[config.mk]
export PLATFORM = sky130hd
export DESIGN_NAME = serial_parallel
export DESIGN_NICKNAME = d
export VERILOG_FILES = /design/src/rtl/sp_pkg.sv /design/src/rtl/sp_com_detect.sv /design/src/rtl/serial_parallel.sv
export SDC_FILE = /design/constraint.sdc
export NUM_CORES = 1
export LEC_CHECK = 0
export CAP_MARGIN = 30
export CORE_UTILIZATION = 45
export DETAILED_ROUTE_END_ITERATION = 8
export DONT_BUFFER_PORTS = 1
export SYNTH_ARGS = -nofsm -noshare
export SYNTH_HDL_FRONTEND = slang
export SYNTH_SLANG_ARGS = --single-unit
[constraint.sdc]
create_clock -name clk -period 1.9 [get_ports clk]
set_clock_uncertainty 0.15 [all_clocks]
set_input_delay 0.57 -clock clk [delete_from_list [all_inputs] [get_ports clk]]
set_output_delay 0.57 -clock clk [all_outputs]
set_load 0.02 [all_outputs]
[src/rtl/sp_pkg.sv]
// Shared constants and state encoding for the serial_parallel receive stage.
package sp_pkg;

    localparam int BYTE_W = 8;
    localparam logic [BYTE_W-1:0] COM_DEFAULT = 8'hBC;

    typedef enum logic [1:0] {
        HUNT   = 2'd0,
        LOCK   = 2'd1,
        ACTIVE = 2'd2
    } sp_state_t;

endpackage

[src/rtl/sp_com_detect.sv]
// Serial shift register with a comparator that flags the COM symbol in the
// sliding 8-bit window formed by the stored bits plus the bit arriving now.
module sp_com_detect
    import sp_pkg::*;
#(
    parameter logic [BYTE_W-1:0] COM_SYMBOL = COM_DEFAULT
) (
    input  logic              clk,
    input  logic              reset,
    input  logic              data_in_serial,
    output logic [BYTE_W-1:0] candidate,
    output logic              is_com
);

    logic [BYTE_W-1:0] shift_reg;

    // Candidate includes the current bit so a byte is judged on the edge that samples its LSB.
    assign candidate = {shift_reg[BYTE_W-2:0], data_in_serial};
    assign is_com    = (candidate == COM_SYMBOL);

    always_ff @(posedge clk) begin
        if (reset) begin
            shift_reg <= '0;
        end else begin
            shift_reg <= candidate;
        end
    end

endmodule

[src/rtl/serial_parallel.sv]
// Serial-to-parallel receiver: hunts COM alignment, locks after COM_COUNT
// aligned COMs, then emits non-COM bytes. Optional SP_BYTE_CNT_EN adds rx_byte_cnt.
module serial_parallel
    import sp_pkg::*;
#(
    parameter logic [BYTE_W-1:0] COM_SYMBOL = COM_DEFAULT,
    parameter int                COM_COUNT  = 4
) (
    input  logic              clk,
    input  logic              reset,
    input  logic              data_in_serial,
    output logic [BYTE_W-1:0] data_out_8b,
    output logic              valid_out,
    output logic              active
`ifdef SP_BYTE_CNT_EN
    ,
    output logic [15:0]       rx_byte_cnt
`endif
);

    localparam logic [3:0] COM_TARGET = 4'(COM_COUNT);

    sp_state_t         state;
    logic [2:0]        bit_cnt;
    logic [3:0]        com_cnt;
    logic [BYTE_W-1:0] candidate;
    logic              is_com;
    logic              boundary;

    sp_com_detect #(
        .COM_SYMBOL(COM_SYMBOL)
    ) u_com_detect (
        .clk           (clk),
        .reset         (reset),
        .data_in_serial(data_in_serial),
        .candidate     (candidate),
        .is_com        (is_com)
    );

    assign boundary = (bit_cnt == 3'd7);

    always_ff @(posedge clk) begin
        if (reset) begin
            state       <= HUNT;
            bit_cnt     <= 3'd0;
            com_cnt     <= 4'd0;
            data_out_8b <= '0;
            valid_out   <= 1'b0;
            active      <= 1'b0;
        end else begin
            case (state)
                HUNT: begin
                    if (is_com) begin
                        bit_cnt <= 3'd0;
                        com_cnt <= 4'd1;
                        if (COM_COUNT == 1) begin
                            state  <= ACTIVE;
                            active <= 1'b1;
                        end else begin
                            state <= LOCK;
                        end
                    end
                end
                LOCK: begin
                    bit_cnt <= bit_cnt + 3'd1;
                    if (boundary) begin
                        if (is_com) begin
                            com_cnt <= com_cnt + 4'd1;
                            if (com_cnt + 4'd1 == COM_TARGET) begin
                                state  <= ACTIVE;
                                active <= 1'b1;
                            end
                        end else begin
                            state   <= HUNT;
                            com_cnt <= 4'd0;
                        end
                    end
                end
                ACTIVE: begin
                    bit_cnt <= bit_cnt + 3'd1;
                    if (boundary) begin
                        data_out_8b <= candidate;
                        valid_out   <= !is_com;
                    end
                end
                default: begin
                    state <= HUNT;
                end
            endcase
        end
    end

`ifdef SP_BYTE_CNT_EN
    always_ff @(posedge clk) begin
        if (reset) begin
            rx_byte_cnt <= 16'd0;
        end else if (state == ACTIVE && boundary && !is_com && rx_byte_cnt != 16'hFFFF) begin
            rx_byte_cnt <= rx_byte_cnt + 16'd1;
        end
    end
`endif

endmodule

==> results.toml, run 1 <==
[synth]
synthCells = 125
ys.flop_type = "dfxtp_1"
synthTopCellsByCount = "dfxtp_1 (26), nand2_1 (22), a21oi_1 (15), nor2b_1 (10), ha_1 (8)"
synth_cell_types = 28
synth-edff-count = 0
yosysMostFrequentCell = "dfxtp_1"
synth_area_leaders = "dfxtp_1 (46%), ha_1 (8.8%), nand2_1 (7.3%), a21oi_1 (6.6%), nor2b_1 (5.5%)"
synthArstFlopShare_pct = 0
synth-seq-cells = 26
seq_area_frac_synth_pct = 45.9
synth_top_cell_by_area = "dfxtp_1"
netlist.area_leader.share_pct = 45.9
synth_nets = 136
synth_area_um2 = 1130
syn_area_per_cell_um2 = 9.07
synth_warnings = 0

[routing]
dr.pass1.iters = 4
wl_um = 2050
vias = 844
wl_per_cell_um = 13.1
drt_iter0_drc = 8
drcViolationCount = 0
ant_nets = 0
vias_per_cell = 5.38

[global_routing]
first_global_vias = 814
grtUsageTotal_pct = 17.4
grt_max_degree = 29
antenna_found_initial = 0
grt_pass1_wl_um = 3460
grt_remaining_overflow = 0

[power_and_ir_drop]
p_clk_share_pct = 40.7
p_per_area_nw_per_um2 = 757
ir_drop_uv = 482
swShare_pct = 18.3
power_switching_mw = 0.172
p_leak_nw = 0.484
seqPwrFrac_pct = 58.8
share_comb_of_total_power_pct = 0.5
internal_power_mw = 0.766

[layout]
postLayoutCellArea_um2 = 1240
drive_above_1_share_pct = 10.9
nets = 141
largest_register_ff_count = 8
seq_area_um2 = 522
multi_input_area_um2 = 592
antenna_cells = 0
nFillCells = 215
area_growth_pct = 9.27

[critical_path]
end_kind = "flip-flop"
crit_path_start = "bit_cnt[0]$_SDFFE_PP0P_"
path_class = "flip-flop to flip-flop"
endpoint = "com_cnt[0]$_SDFFE_PP0P_"
regToRegSetupSlack_ps = 80
crit_fanout = 4
path_cells = "ha_1 > ha_1 > nor2b_1 > a211o_1 > mux2i_1 > nor2_1"
cp_data_arrival_time_ps = 1910
r2r_start = "bit_cnt[0]$_SDFFE_PP0P_"
cp.required_ps = 1990
reg2reg_to = "com_cnt[0]$_SDFFE_PP0P_"
startpoint_type = "flip-flop"
reg2reg_depth = 6
slowest_delay_ps = 350
slowest_stage = "dfxtp_1"
crit_top_cell = "ha_1"

[place]
pre_cts_ws_ps = 35.2
port_buffers = 0
dp_hpwl_um = 1460
gp_congestion = 0.709
placed_cell_area_um2 = 1180

[clock_network]
clkTransAtPathRegs_ps = 140
clk_latency_ps = 320
numCtsBuffers = 3
htreeDepth = 1
ctsHoldBuffers = 0
clock_path_buffers = 2
cts_setup_buffers = 0
cts_tree = "yes"
cts_root_buf = "clkbuf_4"
cts_sinks = 26

[worst_hold_path]
hold_class = "input port to flip-flop"

[floorplan]
start_util_pct = 49.3
rows = 17
io_pins = 13
die_y_um = 52.2
die_area_um2 = 2720
core_um2 = 2300
die_x_um = 52.2

[timing]
tns_ps = 0
finalWorstSetupSlack_ps = 82.7
setup_viol = 0
period_minus_slack_ps = 1820
maxSlewViolCount = 0
rsz0062_at_grt = "false"
hold_viol_final = 0
clock.fmax_mhz = 550
relSlewSlack_pct = 77.7
period_share_pct = 95.6
whs_ps = 137
tightest_slew_ps = 334

[run_status]
status = "completed"

[job]
drv_cap = 0
-- metal layers --
layer	share of wire (%)	global-route usage (%)	vias up
li1	-	-	444
met5	0	0	-
met1	51	23.1	381
met4	1.8	7.89	0
met3	3.8	3.48	4
met2	43	26.9	15
-- what timing repair did --
item,4_1_cts,5_1_grt
hold endpoints to repair,0,0
resized for setup,0,2
endpoints found under the setup margin,0,2
-- layout by cell type (no fill, tap or decap), types with 2 or more instances in the layout --
master / Yosys / final
a211oi_1: 2 / 2
nand2b_1: 3 / 3
clkbuf_4: 0 / 3
a21oi_1: 15 / 15
o21ai_0: 2 / 2
and3_1: 2 / 2
nand3_1: 5 / 5
mux2i_1: 2 / 2
nand2_1: 22 / 22
nor2_1: 5 / 5
o21ai_1: 2 / 2
a211o_1: 2 / 2
inv_1: 2 / 2
ha_1: 8 / 8
nor2b_1: 10 / 10
dfxtp_1: 26 / 25
buf_4: 0 / 4
-- cell families after synthesis --
kind of cell	synth area share, %
compound gates	15.8
fa+ha+maj	8.83
buf+inv	1.99
flops	45.9
mux	1.77
simple gates	25.7
-- worst min-delay path by stage --
stage	from	end	slack [ps]	depth (start not counted)
detailed placement	bit_cnt[2]$_SDFFE_PP0P_	bit_cnt[2]$_SDFFE_PP0P_	300	2
global route	reset	com_cnt[1]$_SDFFE_PP0P_	110	1
floorplan	u_com_detect.shift_reg[6]$_SDFF_PP0_	data_out_8b[7]$_SDFFE_PP0P_	280	2
finish	reset	com_cnt[1]$_SDFFE_PP0P_	140	1
CTS	reset	com_cnt[1]$_SDFFE_PP0P_	120	1
global placement	bit_cnt[1]$_SDFFE_PP0P_	bit_cnt[1]$_SDFFE_PP0P_	290	2
-- stage by stage --
stage	power (mW)	util [%]	cells
after floorplan	0.574	-	125
after global placement	0.568	51.5	153
after detailed placement	0.568	51.5	153
after CTS	0.954	53.8	157
after global routing	0.975	53.9	157
final	0.938	53.9	157
-- power groups by stage --
| stage | Clock (mW) | Sequential, mW | Combinational, mW |
|---|---|---|---|
| 2_1_floorplan | 0 | 0.563 | 0.0115 |
| 3_3_place_gp | 0 | 0.563 | 0.00472 |
| 3_5_place_dp | 0 | 0.563 | 0.00475 |
| 4_1_cts | 0.398 | 0.552 | 0.00479 |
| 5_1_grt | 0.417 | 0.552 | 0.00530 |
| 6_report | 0.382 | 0.551 | 0.00477 |
-- critical path: cells and delay by family (launching register included) --
family                   cells  cell delay, ps
AO/OA/AOI/OAI                1             240
AND/OR/NAND/NOR              2             360
adder cells (fa/ha/maj)      2             440
multiplexers                 1             200
flip-flops                   1             350
-- final cells by class --
| cell class | count | area share [%] |
|---|---|---|
| Sequential cell | 26 | 42.1 |
| Timing Repair Buffer | 4 | 2.42 |
| Clock buffer | 3 | 1.82 |
| Inverter | 2 | 0.606 |
| Clock inverter | 1 | 2.42 |
| Multi-Input combinational cell | 93 | 47.8 |
| Tap cell | 28 | 2.83 |
Note: power is estimated with default switching activity, not from simulation.
==> run 2: changes to the inputs <==
--- a/config.mk
+++ b/config.mk
@@ -9,6 +9,7 @@
 export CORE_UTILIZATION = 45
 export DETAILED_ROUTE_END_ITERATION = 8
 export DONT_BUFFER_PORTS = 1
+export REMOVE_ABC_BUFFERS = 1
 export SYNTH_ARGS = -nofsm -noshare
 export SYNTH_HDL_FRONTEND = slang
 export SYNTH_SLANG_ARGS = --single-unit
==> constraint.sdc (replaced) <==
create_clock -name clk -period 2.15 [get_ports clk]
set_clock_uncertainty 0.15 [all_clocks]
set_input_delay 0.645 -clock clk [delete_from_list [all_inputs] [get_ports clk]]
set_output_delay 0.645 -clock clk [all_outputs]
set_load 0.02 [all_outputs]
==> run 2 against run 1 <==
- register-to-register slack improved by 220 ps
- wire length decreased by 2.7%
- power decreased by 12%
- maximum frequency decreased by 1.5%
==> results.toml, run 2 (same netlist as run 1, synthesis figures left out) <==
[floorplan]
die_area_um2 = 2720
core_um2 = 2300
die_y_um = 52.2
start_util_pct = 49.3
die_x_um = 52.2
rows = 17
io_pins = 13

[routing]
wl_per_cell_um = 13.1
drcViolationCount = 0
ant_nets = 0
drt_iter0_drc = 11
vias = 843
vias_per_cell = 5.51
wl_um = 2000
dr.pass1.iters = 4

[timing]
period_minus_slack_ps = 1850
setup_viol = 0
tns_ps = 0
maxSlewViolCount = 0
whs_ps = 212
tightest_slew_ps = 347
rsz0062_at_grt = "false"
clock.fmax_mhz = 542
period_share_pct = 85.8
hold_viol_final = 0
relSlewSlack_pct = 76.9

[clock_network]
clk_latency_ps = 320
clock_path_buffers = 2
clkTransAtPathRegs_ps = 140
cts_resized = 0
cts_setup_buffers = 0
cts_sinks = 26
htreeDepth = 1
cts_root_buf = "clkbuf_4"
numCtsBuffers = 3
ctsHoldBuffers = 0
cts_tree = "yes"

[power_and_ir_drop]
ir_drop_uv = 705
p_leak_nw = 0.460
power_mw = 0.829
p_per_area_nw_per_um2 = 687

[critical_path]
startpoint_type = "flip-flop"
cp_data_arrival_time_ps = 1940
end_kind = "flip-flop"
crit_fanout = 6
path_class = "flip-flop to flip-flop"
regToRegSetupSlack_ps = 300
cp.required_ps = 2240

[layout]
antenna_cells = 0
largest_register_ff_count = 8
postLayoutCellArea_um2 = 1210
nets = 137
final_util_pct = 52.5
final_common_cell = "dfxtp_1"
final_cell_mix = "dfxtp_1 (26), nand2_1 (22), a21oi_1 (15)"
area_growth_pct = 6.40
drive_above_1_share_pct = 6.40
nFillCells = 226

[global_routing]
antenna_found_initial = 0
grtUsageTotal_pct = 17.3
first_global_vias = 756
grt_remaining_overflow = 0
grt_max_degree = 29
grt_pass1_wl_um = 3430

[place]
placed_cell_area_um2 = 1150
port_buffers = 0
dp_hpwl_um = 1400
gp_congestion = 0.718

[worst_hold_path]
hold_class = "input port to flip-flop"

[job]
drv_cap = 0

[run_status]
status = "completed"
[run 2: metrics by stage]
step	setup WS [ps]	cells
floorplan	250	121
global placement	187	149
detailed placement	147	149
CTS	301	153
global route	182	153
finish	305	153
[run 2: area by class of cell]
class	count	area [µm²]	share of cell area [%]
Multi-Input combinational cell	93	591	49.0
Tap cell	28	35.0	2.90
Clock buffer	3	22.5	1.87
Sequential cell	26	520	43.2
Inverter	2	7.51	0.622
Clock inverter	1	30.0	2.49
[run 2: worst paths after layout]
path | startpoint | cells after the start | to
hold / removal | reset | 1 | com_cnt[2]$_SDFFE_PP0P_
hold reg to reg | u_com_detect.shift_reg[4]$_SDFF_PP0_ | 2 | data_out_8b[5]$_SDFFE_PP0P_
setup reg to reg | bit_cnt[0]$_SDFFE_PP0P_ | 6 | com_cnt[0]$_SDFFE_PP0P_
setup / recovery | bit_cnt[0]$_SDFFE_PP0P_ | 6 | com_cnt[0]$_SDFFE_PP0P_
[run 2: where the power goes]
part | total (mW) | switching [mW] | leakage, nW | internal (mW)
combinational | 0.00411 | 0.000799 | 0.223 | 0.00331
clock | 0.337 | 0.149 | 0.0279 | 0.189
sequential | 0.487 | 0.00250 | 0.210 | 0.485
[run 2: routing by layer]
metal  vias to the layer above  part of all wire (%)  track usage [%]
met5                         -                     0                0
met1                       391                    49             22.1
met4                         0                  0.75             2.63
met2                        21                    44             28.2
met3                         2                   5.7             6.67
li1                        429                     -                -
[run 2: critical path: stages (launching register included)]
cell,delay (ps)
dfxtp_1,350
ha_1,200
ha_1,260
nor2b_1,320
a211o_1,250
mux2i_1,200
nor2_1,50
==> run 3: changes to the inputs <==
--- a/config.mk
+++ b/config.mk
@@ -6,9 +6,13 @@
 export NUM_CORES = 1
 export LEC_CHECK = 0
 export CAP_MARGIN = 30
+export CELL_PAD_IN_SITES_DETAIL_PLACEMENT = 1
+export CELL_PAD_IN_SITES_GLOBAL_PLACEMENT = 1
 export CORE_UTILIZATION = 45
 export DETAILED_ROUTE_END_ITERATION = 8
 export DONT_BUFFER_PORTS = 1
+export GPL_ROUTABILITY_DRIVEN = 0
+export PLACE_DENSITY_LB_ADDON = 0.1
 export REMOVE_ABC_BUFFERS = 1
 export SYNTH_ARGS = -nofsm -noshare
 export SYNTH_HDL_FRONTEND = slang
==> run 3 against run 2 <==
- cell count unchanged
- via count is 1.8% higher
- global-route usage is 2.3 points higher
- core utilization unchanged
- setup slack got worse by 70 ps
- register-to-register slack worse by 70 ps
- sequential power about the same
- wire length rose by 17%
- critical endpoint unchanged
==> results.toml, run 3 (same netlist as run 1, synthesis figures left out) <==
[routing]
ant_nets = 0
vias_per_cell = 5.61
wl_um = 2330
drt_iter0_drc = 3
drcViolationCount = 0
dr.pass1.iters = 2
vias = 858
wl_per_cell_um = 15.3

[place]
pre_cts_ws_ps = 143
dp_hpwl_um = 1640
port_buffers = 0
dpl.cell_count = 149
placed_cell_area_um2 = 1150

[floorplan]
rows = 17
io_pins = 13
die_x_um = 52.2
core_um2 = 2300
start_util_pct = 49.3
die_y_um = 52.2
die_area_um2 = 2720

[power_and_ir_drop]
p_leak_nw = 0.460
share_comb_of_total_power_pct = 0.5
seqPwrFrac_pct = 58.6
ir_drop_uv = 481
swShare_pct = 18.7
power_switching_mw = 0.155
internal_power_mw = 0.677
p_clk_share_pct = 40.9
power_mw = 0.832
p_per_area_nw_per_um2 = 690

[timing]
hold_viol_final = 0
tightest_slew_ps = 368
rsz0062_at_grt = "false"
period_share_pct = 89.1
relSlewSlack_pct = 75.5
setup_viol = 0
finalWorstSetupSlack_ps = 234
period_minus_slack_ps = 1920
whs_ps = 206
maxSlewViolCount = 0
clock.fmax_mhz = 522
tns_ps = 0

[layout]
drive_above_1_share_pct = 6.40
nFillCells = 280
antenna_cells = 0
postLayoutCellArea_um2 = 1210
final_cell_mix = "dfxtp_1 (26), nand2_1 (22), a21oi_1 (15)"
final_common_cell = "dfxtp_1"
area_growth_pct = 6.40
final-instance-count-excl-fill = 153
nets = 137
largest_register_ff_count = 8
final_util_pct = 52.5

[job]
drv_cap = 0

[clock_network]
htreeDepth = 1
cts_resized = 0
clock_path_buffers = 2
ctsHoldBuffers = 0
clk_latency_ps = 330
cts_tree = "yes"
cts_sinks = 26
cts_root_buf = "clkbuf_4"
clkTransAtPathRegs_ps = 150
numCtsBuffers = 3
cts_setup_buffers = 0

[critical_path]
end_kind = "flip-flop"
crit_fanout = 6
cp.required_ps = 2240
path_class = "flip-flop to flip-flop"
startpoint_type = "flip-flop"
cp_data_arrival_time_ps = 2010

[global_routing]
grt_pass1_wl_um = 3880
antenna_found_initial = 0
grt_remaining_overflow = 0
grt_max_degree = 29
grtUsageTotal_pct = 19.7
first_global_vias = 885

[worst_hold_path]
hold_class = "input port to flip-flop"

[run_status]
status = "completed"
-- run 3: cell counts in the layout (fill, tap and decap cells not counted) --
Identical to the previous run, type by type.
-- run 3: path summary, 6_finish.rpt --
| kind | start | to | slack, ps | cells after the start |
|---|---|---|---|---|
| worst min register to register | bit_cnt[1]$_SDFFE_PP0P_ | bit_cnt[1]$_SDFFE_PP0P_ | 320 | 2 |
| worst max-delay path | bit_cnt[0]$_SDFFE_PP0P_ | com_cnt[0]$_SDFFE_PP0P_ | 230 | 6 |
| worst max register to register | bit_cnt[0]$_SDFFE_PP0P_ | com_cnt[0]$_SDFFE_PP0P_ | 230 | 6 |
| worst min-delay path | reset | bit_cnt[0]$_SDFFE_PP0P_ | 210 | 1 |
-- run 3: final cells by class --
| cell class | instances | area [µm²] | share of cell area, % |
|---|---|---|---|
| clock buffer | 3 | 22.5 | 1.87 |
| sequential | 26 | 520 | 43.2 |
| multi-input combinational | 93 | 591 | 49.0 |
| clock inverter | 1 | 30.0 | 2.49 |
| tap | 28 | 35.0 | 2.90 |
| inverter | 2 | 7.51 | 0.622 |
-- run 3: critical path, stage by stage (launching register included) --
cell and delay, ps:
dfxtp_1 350, ha_1 200, ha_1 260, nor2b_1 330, a211o_1 240, mux2i_1 240, nor2_1 60
-- run 3: layer usage --
layer	up-vias	part of all wire, %	GRT usage [%]
met2	12	46	33.8
met1	413	50	24.1
li1	428	-	-
met4	0	1.5	7.89
met3	5	2.4	3.48
met5	-	0	0
-- run 3: power groups by stage --
stage	Sequential, mW	Combinational (mW)	Clock, mW
detailed placement	0.498	0.00431	0
finish	0.487	0.00420	0.340
CTS	0.487	0.00427	0.345
floorplan	0.497	0.00393	0
global route	0.488	0.00477	0.360
global placement	0.498	0.00405	0
